$ cat src/rtl/mem_lsu_pkg.sv
// Shared encodings for the MEM-stage load/store unit.
//   size   : access size and extension mode of a memory op
//   wb_sel : writeback source select
//   err    : completion error codes
//   state  : handshake FSM states
package mem_lsu_pkg;

  localparam logic [1:0] SZ_WORD     = 2'b00;
  localparam logic [1:0] SZ_BYTE_Z   = 2'b01;
  localparam logic [1:0] SZ_BYTE_S   = 2'b10;
  localparam logic [1:0] SZ_WORD_ALT = 2'b11;

  localparam logic [1:0] WB_PC   = 2'b00;
  localparam logic [1:0] WB_ALU  = 2'b01;
  localparam logic [1:0] WB_MEM  = 2'b10;
  localparam logic [1:0] WB_ZERO = 2'b11;

  localparam logic [1:0] ERR_NONE     = 2'b00;
  localparam logic [1:0] ERR_MISALIGN = 2'b01;
  localparam logic [1:0] ERR_TIMEOUT  = 2'b10;

  typedef enum logic {
    ST_IDLE = 1'b0,
    ST_BUSY = 1'b1
  } lsu_state_t;

  // Both 00 and 11 are word accesses; only 01/10 touch a single byte.
  function automatic logic is_byte_size(input logic [1:0] sz);
    return (sz == SZ_BYTE_Z) || (sz == SZ_BYTE_S);
  endfunction

endpackage

$ cat src/rtl/mem_load_align.sv
// Byte-lane helper for the load/store unit (purely combinational).
//   size       : access size code
//   lane       : byte lane inside the word (low address bits)
//   rdata      : full memory word read back
//   wsrc       : store source data
//   load_data  : rdata with the selected byte zero/sign-extended, or rdata for words
//   store_data : wsrc, or wsrc[7:0] replicated to every lane for byte stores
//   be         : all ones for words, one-hot at lane for bytes
module mem_load_align
  import mem_lsu_pkg::*;
#(
  parameter int DATA_W = 16
) (
  input  logic [1:0]                  size,
  input  logic [$clog2(DATA_W/8)-1:0] lane,
  input  logic [DATA_W-1:0]           rdata,
  input  logic [DATA_W-1:0]           wsrc,
  output logic [DATA_W-1:0]           load_data,
  output logic [DATA_W-1:0]           store_data,
  output logic [DATA_W/8-1:0]         be
);

  localparam int LANES  = DATA_W / 8;
  localparam int LANE_W = $clog2(LANES);

  logic       byte_op;
  logic [7:0] sel_byte;

  assign byte_op = is_byte_size(size);

  genvar gi;
  generate
    for (gi = 0; gi < LANES; gi++) begin : g_lane
      assign store_data[gi*8 +: 8] = byte_op ? wsrc[7:0] : wsrc[gi*8 +: 8];
      assign be[gi]                = !byte_op || (lane == LANE_W'(gi));
    end
  endgenerate

  // Loop compare rather than array index so a non-power-of-two lane count
  // never reads past the word.
  always_comb begin
    sel_byte = '0;
    for (int i = 0; i < LANES; i++) begin
      if (lane == LANE_W'(i)) begin
        sel_byte = rdata[i*8 +: 8];
      end
    end
  end

  assign load_data = byte_op
    ? {{(DATA_W-8){(size == SZ_BYTE_S) && sel_byte[7]}}, sel_byte}
    : rdata;

endmodule

$ cat src/rtl/mem_stage_lsu.sv
// Pipeline MEM stage with a req/ack load/store unit.
//   in_valid/in_ready          : op handshake from EX/MEM (in_ready low = stall)
//   alu_result, immediate,
//   value_b, pc, data_in_src,
//   mem_rd, mem_wr, size,
//   wb_sel                     : op fields
//   mem_req/we/addr/wdata/be   : request to data memory, held until mem_ack
//   mem_ack/mem_rdata          : memory completion, rdata valid with ack
//   out_valid/wb_data          : one-cycle writeback pulse to MEM/WB
//   err/err_code               : misaligned or timed-out access, with out_valid
module mem_stage_lsu
  import mem_lsu_pkg::*;
#(
  parameter int DATA_W  = 16,
  parameter int ADDR_W  = 16,
  parameter int TIMEOUT = 64
) (
  input  logic                clk,
  input  logic                rst_n,
  input  logic                in_valid,
  output logic                in_ready,
  input  logic [DATA_W-1:0]   alu_result,
  input  logic [DATA_W-1:0]   immediate,
  input  logic [DATA_W-1:0]   value_b,
  input  logic [DATA_W-1:0]   pc,
  input  logic                data_in_src,
  input  logic                mem_rd,
  input  logic                mem_wr,
  input  logic [1:0]          size,
  input  logic [1:0]          wb_sel,
  output logic                mem_req,
  output logic                mem_we,
  output logic [ADDR_W-1:0]   mem_addr,
  output logic [DATA_W-1:0]   mem_wdata,
  output logic [DATA_W/8-1:0] mem_be,
  input  logic                mem_ack,
  input  logic [DATA_W-1:0]   mem_rdata,
  output logic                out_valid,
  output logic [DATA_W-1:0]   wb_data,
  output logic                err,
  output logic [1:0]          err_code
);

  localparam int LANES  = DATA_W / 8;
  localparam int LANE_W = $clog2(LANES);
  localparam int CNT_W  = (TIMEOUT > 1) ? $clog2(TIMEOUT) : 1;
  localparam logic [CNT_W-1:0] CNT_LAST = CNT_W'((TIMEOUT > 0) ? TIMEOUT - 1 : 0);
  localparam bit TIMEOUT_EN = (TIMEOUT > 0);

  lsu_state_t        state_reg, state_next;
  logic              mem_req_reg, mem_req_next;
  logic              mem_we_reg, mem_we_next;
  logic [ADDR_W-1:0] mem_addr_reg, mem_addr_next;
  logic [DATA_W-1:0] mem_wdata_reg, mem_wdata_next;
  logic [LANES-1:0]  mem_be_reg, mem_be_next;
  logic              out_valid_reg, out_valid_next;
  logic [DATA_W-1:0] wb_data_reg, wb_data_next;
  logic              err_reg, err_next;
  logic [1:0]        err_code_reg, err_code_next;
  logic [CNT_W-1:0]  cnt_reg, cnt_next;
  // Op fields captured at accept for use when the access completes.
  logic [1:0]        wb_sel_reg, wb_sel_next;
  logic [1:0]        size_reg, size_next;
  logic              load_reg, load_next;
  logic [DATA_W-1:0] pc_reg, pc_next;
  logic [DATA_W-1:0] alu_reg, alu_next;

  logic              accept;
  logic              is_mem;
  logic              misaligned;
  logic [DATA_W-1:0] store_src;
  logic [1:0]        align_size;
  logic [LANE_W-1:0] align_lane;
  logic [DATA_W-1:0] load_data;
  logic [DATA_W-1:0] store_data;
  logic [LANES-1:0]  store_be;

  assign in_ready   = (state_reg == ST_IDLE) && rst_n;
  assign accept     = in_valid && in_ready;
  assign is_mem     = mem_rd || mem_wr;
  assign misaligned = !is_byte_size(size) && (alu_result[LANE_W-1:0] != '0);
  assign store_src  = data_in_src ? value_b : immediate;

  // One aligner serves both directions: in IDLE it shapes store data and byte
  // enables from the incoming op, in BUSY it extracts the load lane using the
  // captured address and size.
  assign align_size = (state_reg == ST_IDLE) ? size : size_reg;
  assign align_lane = (state_reg == ST_IDLE) ? alu_result[LANE_W-1:0]
                                             : mem_addr_reg[LANE_W-1:0];

  mem_load_align #(.DATA_W(DATA_W)) u_align (
    .size       (align_size),
    .lane       (align_lane),
    .rdata      (mem_rdata),
    .wsrc       (store_src),
    .load_data  (load_data),
    .store_data (store_data),
    .be         (store_be)
  );

  function automatic logic [DATA_W-1:0] wb_pick(input logic [1:0]        sel,
                                                input logic [DATA_W-1:0] pc_v,
                                                input logic [DATA_W-1:0] alu_v,
                                                input logic [DATA_W-1:0] mem_v);
    case (sel)
      WB_PC:   return pc_v;
      WB_ALU:  return alu_v;
      WB_MEM:  return mem_v;
      default: return '0;
    endcase
  endfunction

  always_ff @(posedge clk) begin
    if (!rst_n) begin
      state_reg     <= ST_IDLE;
      mem_req_reg   <= 1'b0;
      mem_we_reg    <= 1'b0;
      mem_addr_reg  <= '0;
      mem_wdata_reg <= '0;
      mem_be_reg    <= '0;
      out_valid_reg <= 1'b0;
      wb_data_reg   <= '0;
      err_reg       <= 1'b0;
      err_code_reg  <= ERR_NONE;
      cnt_reg       <= '0;
      wb_sel_reg    <= '0;
      size_reg      <= '0;
      load_reg      <= 1'b0;
      pc_reg        <= '0;
      alu_reg       <= '0;
    end else begin
      state_reg     <= state_next;
      mem_req_reg   <= mem_req_next;
      mem_we_reg    <= mem_we_next;
      mem_addr_reg  <= mem_addr_next;
      mem_wdata_reg <= mem_wdata_next;
      mem_be_reg    <= mem_be_next;
      out_valid_reg <= out_valid_next;
      wb_data_reg   <= wb_data_next;
      err_reg       <= err_next;
      err_code_reg  <= err_code_next;
      cnt_reg       <= cnt_next;
      wb_sel_reg    <= wb_sel_next;
      size_reg      <= size_next;
      load_reg      <= load_next;
      pc_reg        <= pc_next;
      alu_reg       <= alu_next;
    end
  end

  always_comb begin
    state_next     = state_reg;
    mem_req_next   = mem_req_reg;
    mem_we_next    = mem_we_reg;
    mem_addr_next  = mem_addr_reg;
    mem_wdata_next = mem_wdata_reg;
    mem_be_next    = mem_be_reg;
    out_valid_next = 1'b0;
    wb_data_next   = wb_data_reg;
    err_next       = 1'b0;
    err_code_next  = ERR_NONE;
    cnt_next       = cnt_reg;
    wb_sel_next    = wb_sel_reg;
    size_next      = size_reg;
    load_next      = load_reg;
    pc_next        = pc_reg;
    alu_next       = alu_reg;

    case (state_reg)
      ST_IDLE: begin
        if (accept) begin
          if (!is_mem) begin
            out_valid_next = 1'b1;
            wb_data_next   = wb_pick(wb_sel, pc, alu_result, '0);
          end else if (misaligned) begin
            out_valid_next = 1'b1;
            err_next       = 1'b1;
            err_code_next  = ERR_MISALIGN;
            wb_data_next   = '0;
          end else begin
            state_next     = ST_BUSY;
            mem_req_next   = 1'b1;
            mem_we_next    = mem_wr;
            mem_addr_next  = ADDR_W'(alu_result);
            mem_wdata_next = store_data;
            mem_be_next    = store_be;
            cnt_next       = '0;
            wb_sel_next    = wb_sel;
            size_next      = size;
            // A store wins when both mem_rd and mem_wr are set.
            load_next      = !mem_wr;
            pc_next        = pc;
            alu_next       = alu_result;
          end
        end
      end
      ST_BUSY: begin
        // Ack is tested first so an ack on the final timeout cycle completes.
        if (mem_ack) begin
          state_next     = ST_IDLE;
          mem_req_next   = 1'b0;
          mem_we_next    = 1'b0;
          out_valid_next = 1'b1;
          wb_data_next   = wb_pick(wb_sel_reg, pc_reg, alu_reg,
                                   load_reg ? load_data : '0);
        end else if (TIMEOUT_EN && (cnt_reg == CNT_LAST)) begin
          state_next     = ST_IDLE;
          mem_req_next   = 1'b0;
          mem_we_next    = 1'b0;
          out_valid_next = 1'b1;
          err_next       = 1'b1;
          err_code_next  = ERR_TIMEOUT;
          wb_data_next   = '0;
        end else begin
          cnt_next = cnt_reg + 1'b1;
        end
      end
      default: state_next = ST_IDLE;
    endcase
  end

  assign mem_req   = mem_req_reg;
  assign mem_we    = mem_we_reg;
  assign mem_addr  = mem_addr_reg;
  assign mem_wdata = mem_wdata_reg;
  assign mem_be    = mem_be_reg;
  assign out_valid = out_valid_reg;
  assign wb_data   = wb_data_reg;
  assign err       = err_reg;
  assign err_code  = err_code_reg;

endmodule

$ cat config.mk
export PLATFORM = sky130hd
export DESIGN_NAME = mem_stage_lsu
export DESIGN_NICKNAME = d
export VERILOG_FILES = /design/src/rtl/mem_lsu_pkg.sv /design/src/rtl/mem_load_align.sv /design/src/rtl/mem_stage_lsu.sv
export SDC_FILE = /design/constraint.sdc
export NUM_CORES = 1
export LEC_CHECK = 0
export ABC_AREA = 1
export CAP_MARGIN = 25
export CORE_MARGIN = 2
export CORE_UTILIZATION = 40
export DETAILED_ROUTE_END_ITERATION = 16
export PLACE_DENSITY = 0.72
export SLEW_MARGIN = 25
export SYNTH_ARGS = -nofsm -noshare
export SYNTH_HDL_FRONTEND = slang
export SYNTH_SLANG_ARGS = --single-unit
$ cat constraint.sdc
create_clock -name clk -period 4.35 [get_ports clk]
set_input_delay 0.435 -clock clk [delete_from_list [all_inputs] [get_ports clk]]
set_output_delay 0.435 -clock clk [all_outputs]
set_load 0.01 [all_outputs]
After elaboration in Yosys (flattened, before gate mapping)
Index checks and enable logic that the tools add are counted.

Register bits: 84. Input bits: 91. Output and inout bits: 57. Logic and storage cells: 105.

$add $sub $neg: 1. Equal/unequal tests: 15. Muxes and demuxes: 53. Bitwise logic cells: 3. Reductions and logical operators: 18.

Operators by type and width (number): 2-to-1 mux 16 bit (8); one-hot mux 16 bit (2 select lines) (2); one-hot mux 16 bit (3 select lines) (1); 2-to-1 mux 6 bit (5); 2-to-1 mux 1 bit (25); 2-to-1 mux 8 bit (2); one-hot mux 6 bit (2 select lines) (1); inequality test 2 bit (second input constant) (5); one-hot mux 1 bit (2 select lines) (5); == test 2 x 1 -> 1 bit (second input constant) (4); AND reduction 4 bit (2); adder 6 x 1 -> 6 bit (second input constant) (1); == test 2 bit (second input constant) (3); == test 6 bit (second input constant) (1); 2-to-1 mux 2 bit (3); logical OR 1 bit (5); AND reduction 5 bit (1); logical AND 1 bit (4); logical NOT 2 bit (2); one-hot mux 2 bit (2 select lines) (1); logical NOT 1 bit (3); inequality test 3 x 2 -> 1 bit (second input constant) (1); inequality test 3 bit (second input constant) (1); inverter 1 bit (3); AND reduction 3 bit (1).

Longest topological paths before layout
Gate-level depths: netlist of run 1.

Depth in word-level cells: 8. Gate-level depth with buffers: 12. Mapped depth without buffers: 12.

Cells and area by module
From an unflattened synthesis of run 1, not the netlist that was laid out.

Cell total of the unflattened synthesis: 715. Area total of the unflattened synthesis: 4660.7 um^2.

Modules (own cells, without submodules): mem_stage_lsu (instances 1, cells each 629, area an instance 4237.8 um^2, sequential area each 1681.6 um^2); mem_load_align (instances 1, cells each 86, area an instance 422.9 um^2, sequential area each 0.0 um^2).

Worst setup path after synthesis of run 1
Ideal clock, no wire load.

Path kind: reg2reg. Start: register state_reg. End: register wb_data_reg[2], in the netlist wb_data[2]. Setup time: 0.119 ns. Arrival: 1.705 ns. Data required time: 4.231 ns. Slack: 2.526 ns. Stages on the path, launching flop included: 12. Cell sequence: dfxtp_1 -> inv_4 -> nand2_1 -> o21ai_0 -> ha_1 -> inv_2 -> buf_1 -> nand3_1 -> nand3_1 -> nand3_1 -> nand2_1 -> a21oi_1.

Word-level cells in the longest chain between the ends: 8.

Ends and longest elaborated chain: start, declared (line mem_stage_lsu.sv:50) `lsu_state_t state_reg, state_next;`; start signal, assigned (line mem_stage_lsu.sv:132) `state_reg <= state_next;`; 2-to-1 mux 2 bit (line mem_stage_lsu.sv:87) `assign align_size = (state_reg == ST_IDLE) ? size : size_reg;`; == test 2 x 1 -> 1 bit / == test 2 bit (equally long branches) (line mem_lsu_pkg.sv:29) `return (sz == SZ_BYTE_Z) || (sz == SZ_BYTE_S);`; logical OR 1 bit (line mem_lsu_pkg.sv:29); 2-to-1 mux 16 bit (line mem_load_align.sv:51) `? {{(DATA_W-8){(size == SZ_BYTE_S) && sel_byte[7]}}, sel_byte}`; 2-to-1 mux 16 bit (line mem_stage_lsu.sv:205) `load_reg ? load_data : '0);`; one-hot mux 16 bit (3 select lines) (line mem_stage_lsu.sv:105) `case (sel)`; 2-to-1 mux 16 bit (line mem_stage_lsu.sv:199) `if (mem_ack) begin`; one-hot mux 16 bit (2 select lines) (line mem_stage_lsu.sv:169) `case (state_reg)`; end signal, assigned (line mem_stage_lsu.sv:139) `wb_data_reg <= wb_data_next;`; end, declared (line mem_stage_lsu.sv:57) `logic [DATA_W-1:0] wb_data_reg, wb_data_next;`.

Parallel ways exist; a longest one is shown, timed or not. A chain may end at the register's enable or synchronous reset.

Worst setup path after layout of run 1
Start: input port rst_n. End: output port in_ready.

Word-level cells in the longest chain between the ends: 1.

Ends and longest elaborated chain: start, declared (line mem_stage_lsu.sv:19) `input logic rst_n,`; logical AND 1 bit (line mem_stage_lsu.sv:78) `assign in_ready = (state_reg == ST_IDLE) && rst_n;`; end, declared (line mem_stage_lsu.sv:21) `output logic in_ready,`.

No other way between the ends.

==> results.rst, run 1 <==
.. list-table::
   :header-rows: 1

   * - Metric
     - Value
   * - Class of the worst hold path
     - in2reg
   * - Hold depth
     - 3
   * - Synthesized net count
     - 748
   * - First-pass detailed-route iteration total
     - 5
   * - Critical path origin
     - rst_n
   * - Clock Power Share
     - 0.297
   * - RePlAce Congestion
     - 0.871
   * - Arrival time of the worst setup path
     - 2.20 ns
   * - Cell area after technology mapping
     - 4330 um^2
   * - Initial antenna violation count
     - 0
   * - Initial cell density of the core
     - 0.416
   * - Setup TNS after final layout
     - 0 ns
   * - Ratio of total power to cell area
     - 297 nW/um^2
   * - Async set-or-reset flop fraction in the synthesized netlist
     - 0
   * - Worst setup path end
     - in_ready
   * - Internal
     - roughly 1200 uW
   * - Clock tree from TritonCTS
     - done
   * - Total Nets Final
     - around 880
   * - Die footprint
     - between 10000 and 15000 um^2
   * - Count of vias placed by the detailed router
     - 4698
   * - Share of final-layout standard cells stronger than drive strength 1
     - 0.0596
   * - # setup viols final
     - 0
   * - Layout Skew
     - between 0.01 and 0.015 ns
   * - Startpoint of the worst register-to-register path
     - state_reg$_SDFF_PN0_
   * - Net Sw Frac
     - 0.305
   * - Number of I/O port buffers
     - about 150
   * - Area added between synthesis and finish
     - 38.0%
   * - Final Routed Wirelength
     - around 13000 um
   * - Peak fanout along the critical path
     - 64
   * - Final Max Tran Viols
     - 0
   * - Worst reg-to-reg path cell count
     - 12
   * - Worst Path Required
     - a little under 4 ns
   * - Clock-pin slew on the worst setup and hold paths
     - approximately 0.080 ns
   * - Actual slew at the worst max-slew pin
     - between 0.7 and 0.8 ns
   * - Remaining antenna violation count
     - 0
   * - Share of total power in sequential cells
     - 0.474
   * - Root Driver
     - clkbuf_8
   * - Row cnt
     - 37
   * - Via density per instance
     - between 5 and 6
   * - Floorplan die height
     - approximately 110 um
   * - Overflow left after global routing
     - 0
   * - Io pins
     - 148
   * - Cell variety after synth
     - 36
   * - Flip-flop and latch count after synthesis
     - between 80 and 90
   * - Synth Flop Type
     - dfxtp_1
   * - Total clock buffers created by CTS
     - 9
   * - Endpoint type of the worst setup path
     - output port
   * - Final period utilization
     - 0.605
   * - Post-synthesis sequential area ratio
     - 0.388
   * - Drt wl/cell
     - between 10 and 15 um
   * - Sum of internal, switching and leakage power
     - between 1500 and 2000 uW
   * - Number of clock sinks
     - 84
   * - Total Routing Usage GR
     - 0.225
   * - R2r endpoint
     - wb_data[9]$_SDFFE_PN0P_
   * - Maximum number of pins on one net before global-route repair
     - 70
   * - Relative slew slack
     - 0.481
   * - Number of synthesis warnings
     - 0
   * - Remaining design rule violation count
     - 0
   * - Width of the die
     - between 100 and 150 um
   * - Via count of the first global-routing pass
     - roughly 4400
   * - FMAX
     - ~380 MHz
   * - Number of enable flip-flop cells after synthesis
     - 0
   * - Logic pwr share
     - 0.229
   * - Quantity of gates resized following cts
     - 0
   * - H-tree depth
     - 3
   * - Count of buffers added by post-CTS timing repair for setup
     - 0
   * - Instance area after placement
     - ~5800 um^2
   * - Total count of hold-check failures in the final report
     - 0
   * - HPWL Detailed
     - approximately 9400 um
   * - Switching power total
     - between 500 and 600 uW
   * - Mean instance size in the synthesized netlist
     - 6.61 um^2
   * - Unrepaired setup endpoints after global routing
     - false
   * - Number of antenna cells inserted
     - 0
   * - Flop-to-flop setup slack
     - between 1.5 and 2 ns
   * - Class of the most critical setup path
     - in2out
   * - Synthesized netlist cell count
     - ~660
   * - VDD IR max
     - between 0.1 and 0.15 mV
   * - First-pass GRT wire length
     - roughly 21000 um
   * - Final design area excluding fillers
     - around 6000 um^2
   * - CTS hold repair buffers
     - 0
   * - Starting DRT DRC Count
     - slightly above 300
   * - Clock Latency Late Sink
     - between 0.3 and 0.4 ns
   * - Core ar.
     - between 10000 and 15000 um^2
   * - Result of the run
     - finished clean
   * - Lkg Pwr
     - between 0.002 and 0.0025 uW
   * - Element type at the critical path start
     - input pin
   * - Min Clock Period, post-route
     - approximately 2.6 ns
   * - Number of violations of the max-capacitance limit
     - 0
   * - Maximum count of clock buffers along a single path
     - 2
-- per-stage QoR --
stage | std cells | hold slack [ns] | setup slack [ns] | util
final | 925 | 0.393 | 1.72 | 0.574
after global routing | 925 | 0.394 | 1.46 | 0.574
after CTS | 925 | 0.373 | 1.71 | 0.574
after detailed placement | 909 | 0.436 | 1.41 | 0.556
after global placement | 909 | 0.437 | 1.53 | 0.556
after floorplan | 655 | 0.430 | 2.53 | -
-- cells in the final DEF (no fill, tap or decap), types with 2 or more instances in the layout --
cell,instances
clkinv_1,2
inv_1,54
nor3_1,2
ha_1,2
buf_4,3
a21oi_1,54
dfxtp_1,84
nand3_1,28
nand4_1,9
nor2_1,102
inv_6,2
nand2_4,2
o21ai_1,7
inv_4,2
o21ai_0,74
nand2_2,4
clkinv_4,2
xor2_1,2
inv_2,3
clkbuf_8,10
nand2_1,167
clkdlybuf4s50_1,146
a21oi_2,6
o22ai_1,7
nand3_4,2
-- cell type report --
class	count	area [um^2]
inverters	61	234
flip-flops and latches	84	1680
repair buffers	150	1490
multi-input cells	478	2220
fillers	973	4440
well taps	136	170
clock buffers	10	138
clock inverters	6	47.5
-- cell families (layout without fill, tap and decap cells) --
logic type      count (synthesis)  count (layout)  synth area share
buf+inv                        93             227             0.100
mux                             1               1           0.00231
fa+ha+maj                       2               2           0.00578
compound gates                152             152             0.189
simple gates                  321             321             0.310
xor+xnor                        2               2           0.00404
flops                          84              84             0.388
-- power groups by stage --
stage               clock (uW)  combinational, uW  sequential, uW
global route               571                446             847
global placement             0                398             857
CTS                        535                406             841
finish                     528                406             842
detailed placement           0                404             858
floorplan                    0                197             868
-- Yosys cell counts, types with 3 or more instances --
| library cell | number | area share |
|---|---|---|
| clkbuf_1 | 7 | 0.0061 |
| a21oi_2 | 6 | 0.012 |
| buf_2 | 12 | 0.014 |
| nand2_1 | 167 | 0.14 |
| buf_6 | 7 | 0.018 |
| o21ai_1 | 7 | 0.0081 |
| o21ai_0 | 74 | 0.086 |
| a21oi_1 | 54 | 0.062 |
| buf_4 | 3 | 0.0052 |
| dfxtp_1 | 84 | 0.39 |
| inv_1 | 54 | 0.047 |
| inv_2 | 3 | 0.0026 |
| nand3_1 | 28 | 0.032 |
| nor2_1 | 102 | 0.088 |
| o22ai_1 | 7 | 0.010 |
| nand2_2 | 4 | 0.0058 |
| nand4_1 | 9 | 0.013 |
-- worst min-delay path by stage --
stage / from / to / slack [ns]
after floorplan: pc_reg[15]$_SDFFE_PN0P_ / pc_reg[15]$_SDFFE_PN0P_ / 0.43
after global placement: mem_wdata[2]$_SDFFE_PN0P_ / mem_wdata[2]$_SDFFE_PN0P_ / 0.44
after detailed placement: mem_wdata[2]$_SDFFE_PN0P_ / mem_wdata[2]$_SDFFE_PN0P_ / 0.44
after CTS: rst_n / err_code[0]$_SDFF_PN0_ / 0.37
after global routing: rst_n / err_code[0]$_SDFF_PN0_ / 0.39
final: rst_n / err_code[0]$_SDFF_PN0_ / 0.39
-- critical path, stage by stage --
cell,delay (ns)
buf_2,0.11
buf_4,0.49
inv_1,0.41
nor2_1,0.19
clkdlybuf4s50_1,0.55
-- layer usage --
metal	part of all wire	GRT usage	up-vias
met5	0	0	-
met3	0.077	0.0512	20
met2	0.46	0.376	188
met1	0.44	0.287	2122
met4	0.014	0.0778	0
li1	-	-	2368
Note: power is estimated with default switching activity, not from simulation.
==> run 2, diff against run 1 <==
==> constraint.sdc (replaced) <==
create_clock -name clk -period 2.43 [get_ports clk]
set_input_delay 0.243 -clock clk [delete_from_list [all_inputs] [get_ports clk]]
set_output_delay 0.243 -clock clk [all_outputs]
set_load 0.01 [all_outputs]
==> results.rst, run 2 (synthesis results as in run 1) <==
.. list-table::
   :header-rows: 1

   * - Metric
     - Value
   * - VDD IR max
     - around 0.29 mV
   * - Final Max Tran Viols
     - 0
   * - Commonest non-fill, non-tap cells in the layout
     - nand2_1, clkdlybuf4s50_1, nor2_1
   * - Class of the most critical setup path
     - reg2reg
   * - Result of the run
     - finished clean
   * - Final period utilization
     - 0.883
   * - Core ar.
     - 10400 um^2
   * - Remaining antenna violation count
     - 0
   * - Starting DRT DRC Count
     - ~230
   * - Endpoint type of the worst setup path
     - register
   * - Global route hottest layer
     - met2
   * - Met2 Resource Use GR
     - 0.388
   * - Arrival time of the worst setup path
     - around 2.4 ns
   * - Initial cell density of the core
     - 0.416
   * - First-pass detailed-route iteration total
     - 5
   * - Clock tree from TritonCTS
     - done
   * - Die footprint
     - between 10000 and 15000 um^2
   * - Total Routing Usage GR
     - 0.234
   * - First-pass GRT wire length
     - 21800 um
   * - Root Driver
     - clkbuf_8
   * - Met3 Use GR
     - 0.0573
   * - Worst Path Required
     - about 2.7 ns
   * - Peak fanout along the critical path
     - 11
   * - Unrepaired setup endpoints after global routing
     - false
   * - Number of violations of the max-capacitance limit
     - 0
   * - Startpoint of the worst register-to-register path
     - state_reg$_SDFF_PN0_
   * - Hold path startpoint
     - rst_n
   * - Clock-pin slew on the worst setup and hold paths
     - roughly 0.09 ns
   * - Floorplan die height
     - between 100 and 150 um
   * - Drt wl/cell
     - ~15 um
   * - Number of I/O port buffers
     - approximately 150
   * - RePlAce Congestion
     - 0.881
   * - Share of final-layout standard cells stronger than drive strength 1
     - 0.0690
   * - Maximum count of clock buffers along a single path
     - 2
   * - Element type at the critical path start
     - register
   * - Area added between synthesis and finish
     - 39.6%
   * - Met1 routing resource usage after global routing
     - 0.297
   * - Via count of the first global-routing pass
     - approximately 4600
   * - Total count of hold-check failures in the final report
     - 0
   * - Actual slew at the worst max-slew pin
     - roughly 0.75 ns
   * - Ratio of total power to cell area
     - 543 nW/um^2
   * - H-tree depth
     - 3
   * - Final Routed Wirelength
     - between 10000 and 15000 um
   * - Row cnt
     - 37
   * - Remaining design rule violation count
     - 0
   * - Count of buffers added by post-CTS timing repair for setup
     - 0
   * - Final worst hold slack
     - between 0.2 and 0.25 ns
   * - Io pins
     - 148
   * - Via density per instance
     - 5.14
   * - Class of the worst hold path
     - in2reg
   * - Total Nets Final
     - 885
   * - Count of vias placed by the detailed router
     - roughly 4800
   * - HPWL Detailed
     - ~10000 um
   * - Layout Skew
     - approximately 0.016 ns
   * - Number of antenna cells inserted
     - 0
   * - Min Clock Period, post-route
     - ~2.1 ns
   * - Number of clock sinks
     - 84
   * - Initial antenna violation count
     - 0
   * - Relative slew slack
     - 0.500
   * - Clock Latency Late Sink
     - 0.36 ns
   * - Maximum number of pins on one net before global-route repair
     - 64
   * - Setup TNS after final layout
     - 0 ns
   * - Most common cell after layout, fill and taps aside
     - nand2_1
   * - Critical path origin
     - state_reg$_SDFF_PN0_
   * - Total clock buffers created by CTS
     - 9
   * - # setup viols final
     - 0
   * - Quantity of gates resized following cts
     - 0
   * - Fillcell total
     - between 1000 and 1500
   * - Lkg Pwr
     - 0.00248 uW
   * - Width of the die
     - 108 um
   * - Overflow left after global routing
     - 0
   * - CTS hold repair buffers
     - 0
   * - FMAX
     - between 400 and 500 MHz
run 2: changes by cell type in the layout (fill, tap and decap cells not counted), sizes merged:
cell	change
buf	+8
bufinv	+1
clkbuf	-1
clkinv	-1
inv	+1
run 2: routing by layer:
| metal | share of wire | wire length (um) |
|---|---|---|
| met3 | 0.085 | 1150 |
| met5 | 0 | 0 |
| met2 | 0.47 | 6380 |
| met4 | 0.018 | 248 |
| met1 | 0.43 | 5780 |
run 2: worst max-delay path, cell delays in order (launching register included):
cell and delay [ns]:
dfxtp_1 0.51, inv_4 0.13, nand2_1 0.08, o21ai_0 0.08
ha_1 0.33, inv_2 0.17, buf_4 0.21, nor2_1 0.05
nor2_1 0.10, nand4_1 0.12, nand2_1 0.08, nand2_1 0.05
a21oi_2 0.14
run 2: power breakdown:
group          total, uW  internal (uW)  switching (uW)
Sequential          1510           1460            49.1
Clock               1030            483             550
Combinational        749            357             392
Total               3290           2300             991
run 2: final cells by class:
| class | instances | area (um^2) | area share |
|---|---|---|---|
| Tap cell | 136 | 170 | 0.0281 |
| Multi-Input combinational cell | 478 | 2220 | 0.366 |
| Clock inverter | 7 | 73.8 | 0.0122 |
| Clock buffer | 9 | 124 | 0.0205 |
| Inverter | 61 | 234 | 0.0387 |
| Timing Repair Buffer | 158 | 1550 | 0.256 |
| Sequential cell | 84 | 1680 | 0.278 |
run 2: final timing paths:
| kind | to | slack [ns] | cells past startpoint |
|---|---|---|---|
| max | wb_data[15]$_SDFFE_PN0P_ | 0.29 | 12 |
| min | err_code[0]$_SDFF_PN0_ | 0.20 | 3 |
| max reg2reg | wb_data[15]$_SDFFE_PN0P_ | 0.29 | 12 |
| min reg2reg | mem_wdata[6]$_SDFFE_PN0P_ | 0.45 | 2 |
run 2: per-stage QoR:
step | std cells | util | instance area (um^2) | setup slack [ns] | power (uW)
after global routing | 933 | 0.581 | 6050 | 0.0807 | 3430
after CTS | 933 | 0.581 | 6050 | 0.312 | 3290
after detailed placement | 917 | 0.562 | 5850 | 0.169 | 2280
final | 933 | 0.581 | 6050 | 0.285 | 3290
after floorplan | 655 | - | 4330 | 0.606 | 1910
after global placement | 917 | 0.562 | 5850 | 0.268 | 2270
==> run 3, diff against run 2 <==
--- a/config.mk
+++ b/config.mk
@@ -8,9 +8,10 @@
 export ABC_AREA = 1
 export CAP_MARGIN = 25
 export CORE_MARGIN = 2
-export CORE_UTILIZATION = 40
+export CORE_UTILIZATION = 46
 export DETAILED_ROUTE_END_ITERATION = 16
-export PLACE_DENSITY = 0.72
+export PLACE_DENSITY = 0.81
+export SKIP_CTS_REPAIR_TIMING = 1
 export SLEW_MARGIN = 25
 export SYNTH_ARGS = -nofsm -noshare
 export SYNTH_HDL_FRONTEND = slang
==> results.rst, run 3 (synthesis results as in run 1) <==
.. list-table::
   :header-rows: 1

   * - Metric
     - Value
   * - # setup viols final
     - 0
   * - Number of violations of the max-capacitance limit
     - 0
   * - Arrival time of the worst setup path
     - approximately 2.4 ns
   * - Final worst hold slack
     - 0.209 ns
   * - CP Cell Sequence
     - inv_4 > nand2_1 > o21ai_0 > ha_1 > inv_2 > buf_4 > nand4_2 > nand4_1 > nand2_1 > nand2_1 > a21oi_2
   * - Floorplan die height
     - approximately 100 um
   * - Root Driver
     - clkbuf_8
   * - Clock-pin slew on the worst setup and hold paths
     - 0.08 ns
   * - Min Clock Period, post-route
     - about 2.2 ns
   * - Area added between synthesis and finish
     - 39.4%
   * - Total clock buffers created by CTS
     - 9
   * - Lkg Pwr
     - 0.00249 uW
   * - Most used cell, CP
     - nand2_1
   * - Total count of hold-check failures in the final report
     - 0
   * - Count of vias placed by the detailed router
     - roughly 4900
   * - Io pins
     - 148
   * - First-pass detailed-route iteration total
     - 5
   * - Final period utilization
     - 0.900
   * - Clock Latency Late Sink
     - about 0.35 ns
   * - Initial cell density of the core
     - 0.471
   * - Share of final-layout standard cells stronger than drive strength 1
     - 0.0653
   * - Number of clock sinks
     - 84
   * - Clock Power Share
     - 0.333
   * - Clock tree from TritonCTS
     - done
   * - Row cnt
     - 35
   * - Most common cell after layout, fill and taps aside
     - nand2_1
   * - Initial antenna violation count
     - 0
   * - Switching power total
     - around 940 uW
   * - Actual slew at the worst max-slew pin
     - approximately 0.74 ns
   * - Setup TNS after final layout
     - 0 ns
   * - Sum of internal, switching and leakage power
     - roughly 3400 uW
   * - Maximum number of pins on one net before global-route repair
     - 64
   * - Number of I/O port buffers
     - approximately 150
   * - Internal
     - 2450 uW
   * - Remaining antenna violation count
     - 0
   * - Endpoint type of the worst setup path
     - register
   * - Die footprint
     - 10200 um^2
   * - VDD IR max
     - about 0.35 mV
   * - Total Nets Final
     - between 800 and 900
   * - Core ar.
     - 9200 um^2
   * - Commonest non-fill, non-tap cells in the layout
     - nand2_1, clkdlybuf4s50_1, nor2_1
   * - Peak fanout along the critical path
     - 10
   * - Class of the most critical setup path
     - reg2reg
   * - Ratio of total power to cell area
     - around 560 nW/um^2
   * - Unrepaired setup endpoints after global routing
     - false
   * - Result of the run
     - finished clean
   * - First-pass GRT wire length
     - approximately 22000 um
   * - Logic pwr share
     - 0.222
   * - Width of the die
     - 101 um
   * - HPWL Detailed
     - roughly 9600 um
   * - Final Routed Wirelength
     - 13700 um
   * - Net Sw Frac
     - 0.278
   * - Overflow left after global routing
     - 0
   * - FMAX
     - 457 MHz
   * - Remaining design rule violation count
     - 0
   * - Worst Path Required
     - approximately 2.7 ns
   * - Number of antenna cells inserted
     - 0
   * - Total Routing Usage GR
     - 0.266
   * - Critical-path cell with the highest stage delay
     - dfxtp_1
   * - Fillcell total
     - around 800
   * - H-tree depth
     - 3
   * - Starting DRT DRC Count
     - between 200 and 300
   * - Final Max Tran Viols
     - 0
   * - Via density per instance
     - about 5.3
   * - Element type at the critical path start
     - register
   * - RePlAce Congestion
     - 0.883
   * - Class of the worst hold path
     - in2reg
   * - Number of placed instances, taps included
     - a little under 900
   * - Biggest cell delay along the critical path
     - ~0.50 ns
   * - Layout Skew
     - about 0.0089 ns
   * - Via count of the first global-routing pass
     - roughly 4600
   * - Share of total power in sequential cells
     - 0.444
   * - Relative slew slack
     - 0.506
   * - Maximum count of clock buffers along a single path
     - 2
   * - Drt wl/cell
     - 15.1 um
   * - Non-filler cells, final
     - between 900 and 1000
run 3: cell types whose count changed in the layout (fill, tap and decap cells not counted), sizes merged:
cell	change
bufinv	+1
clkinvlp	-1
clkbuf	+4
clkinv	-1
buf	-1
inv	-3
run 3: metrics by stage:
step	setup slack [ns]	utilization	cell area (um^2)
2_1_floorplan	0.606	-	4330
3_3_place_gp	0.235	0.632	5810
3_5_place_dp	0.140	0.632	5810
4_1_cts	0.275	0.657	6040
5_1_grt	0.0964	0.657	6040
6_report	0.242	0.657	6040
run 3: worst max-delay path: cells and delay by family (launching register included):
family / cells / cell delay, ns
flip-flops: 1 / 0.50
adder cells (fa/ha/maj): 1 / 0.30
AO/OA/AOI/OAI: 2 / 0.13
buffers and inverters: 3 / 0.41
AND/OR/NAND/NOR: 5 / 0.74
run 3: cell type report:
cell class / instances / area, um^2 / share of cell area
Clock buffer: 13 / 159 / 0.0263
Tap cell: 111 / 139 / 0.0230
Sequential cell: 84 / 1680 / 0.278
Inverter: 61 / 234 / 0.0387
Multi-Input combinational cell: 478 / 2220 / 0.367
Clock inverter: 3 / 68.8 / 0.0114
Timing Repair Buffer: 157 / 1540 / 0.255
run 3: metal layers:
| metal | track usage | part of all wire | wire length (um) | vias up |
|---|---|---|---|---|
| met4 | 0.0967 | 0.015 | 212 | 0 |
| met3 | 0.0499 | 0.093 | 1270 | 19 |
| li1 | - | - | - | 2383 |
| met1 | 0.323 | 0.42 | 5680 | 2173 |
| met2 | 0.467 | 0.48 | 6510 | 275 |
| met5 | 0 | 0 | 0 | - |
run 3: power by group through the flow:
stage | registers (uW) | logic [uW] | clock network [uW]
global route | 1520 | 824 | 1190
CTS | 1510 | 749 | 1140
floorplan | 1550 | 353 | 0
detailed placement | 1540 | 743 | 0
finish | 1510 | 755 | 1130
global placement | 1530 | 731 | 0
run 3: worst paths after layout:
| kind | from | endpoint | slack [ns] | cells past startpoint |
|---|---|---|---|---|
| worst min-delay path | rst_n | err_code[0]$_SDFF_PN0_ | 0.21 | 3 |
| worst max-delay path | state_reg$_SDFF_PN0_ | wb_data[15]$_SDFFE_PN0P_ | 0.24 | 11 |
| worst max register to register | state_reg$_SDFF_PN0_ | wb_data[15]$_SDFFE_PN0P_ | 0.24 | 11 |
| worst min register to register | mem_wdata[4]$_SDFFE_PN0P_ | mem_wdata[4]$_SDFFE_PN0P_ | 0.45 | 2 |
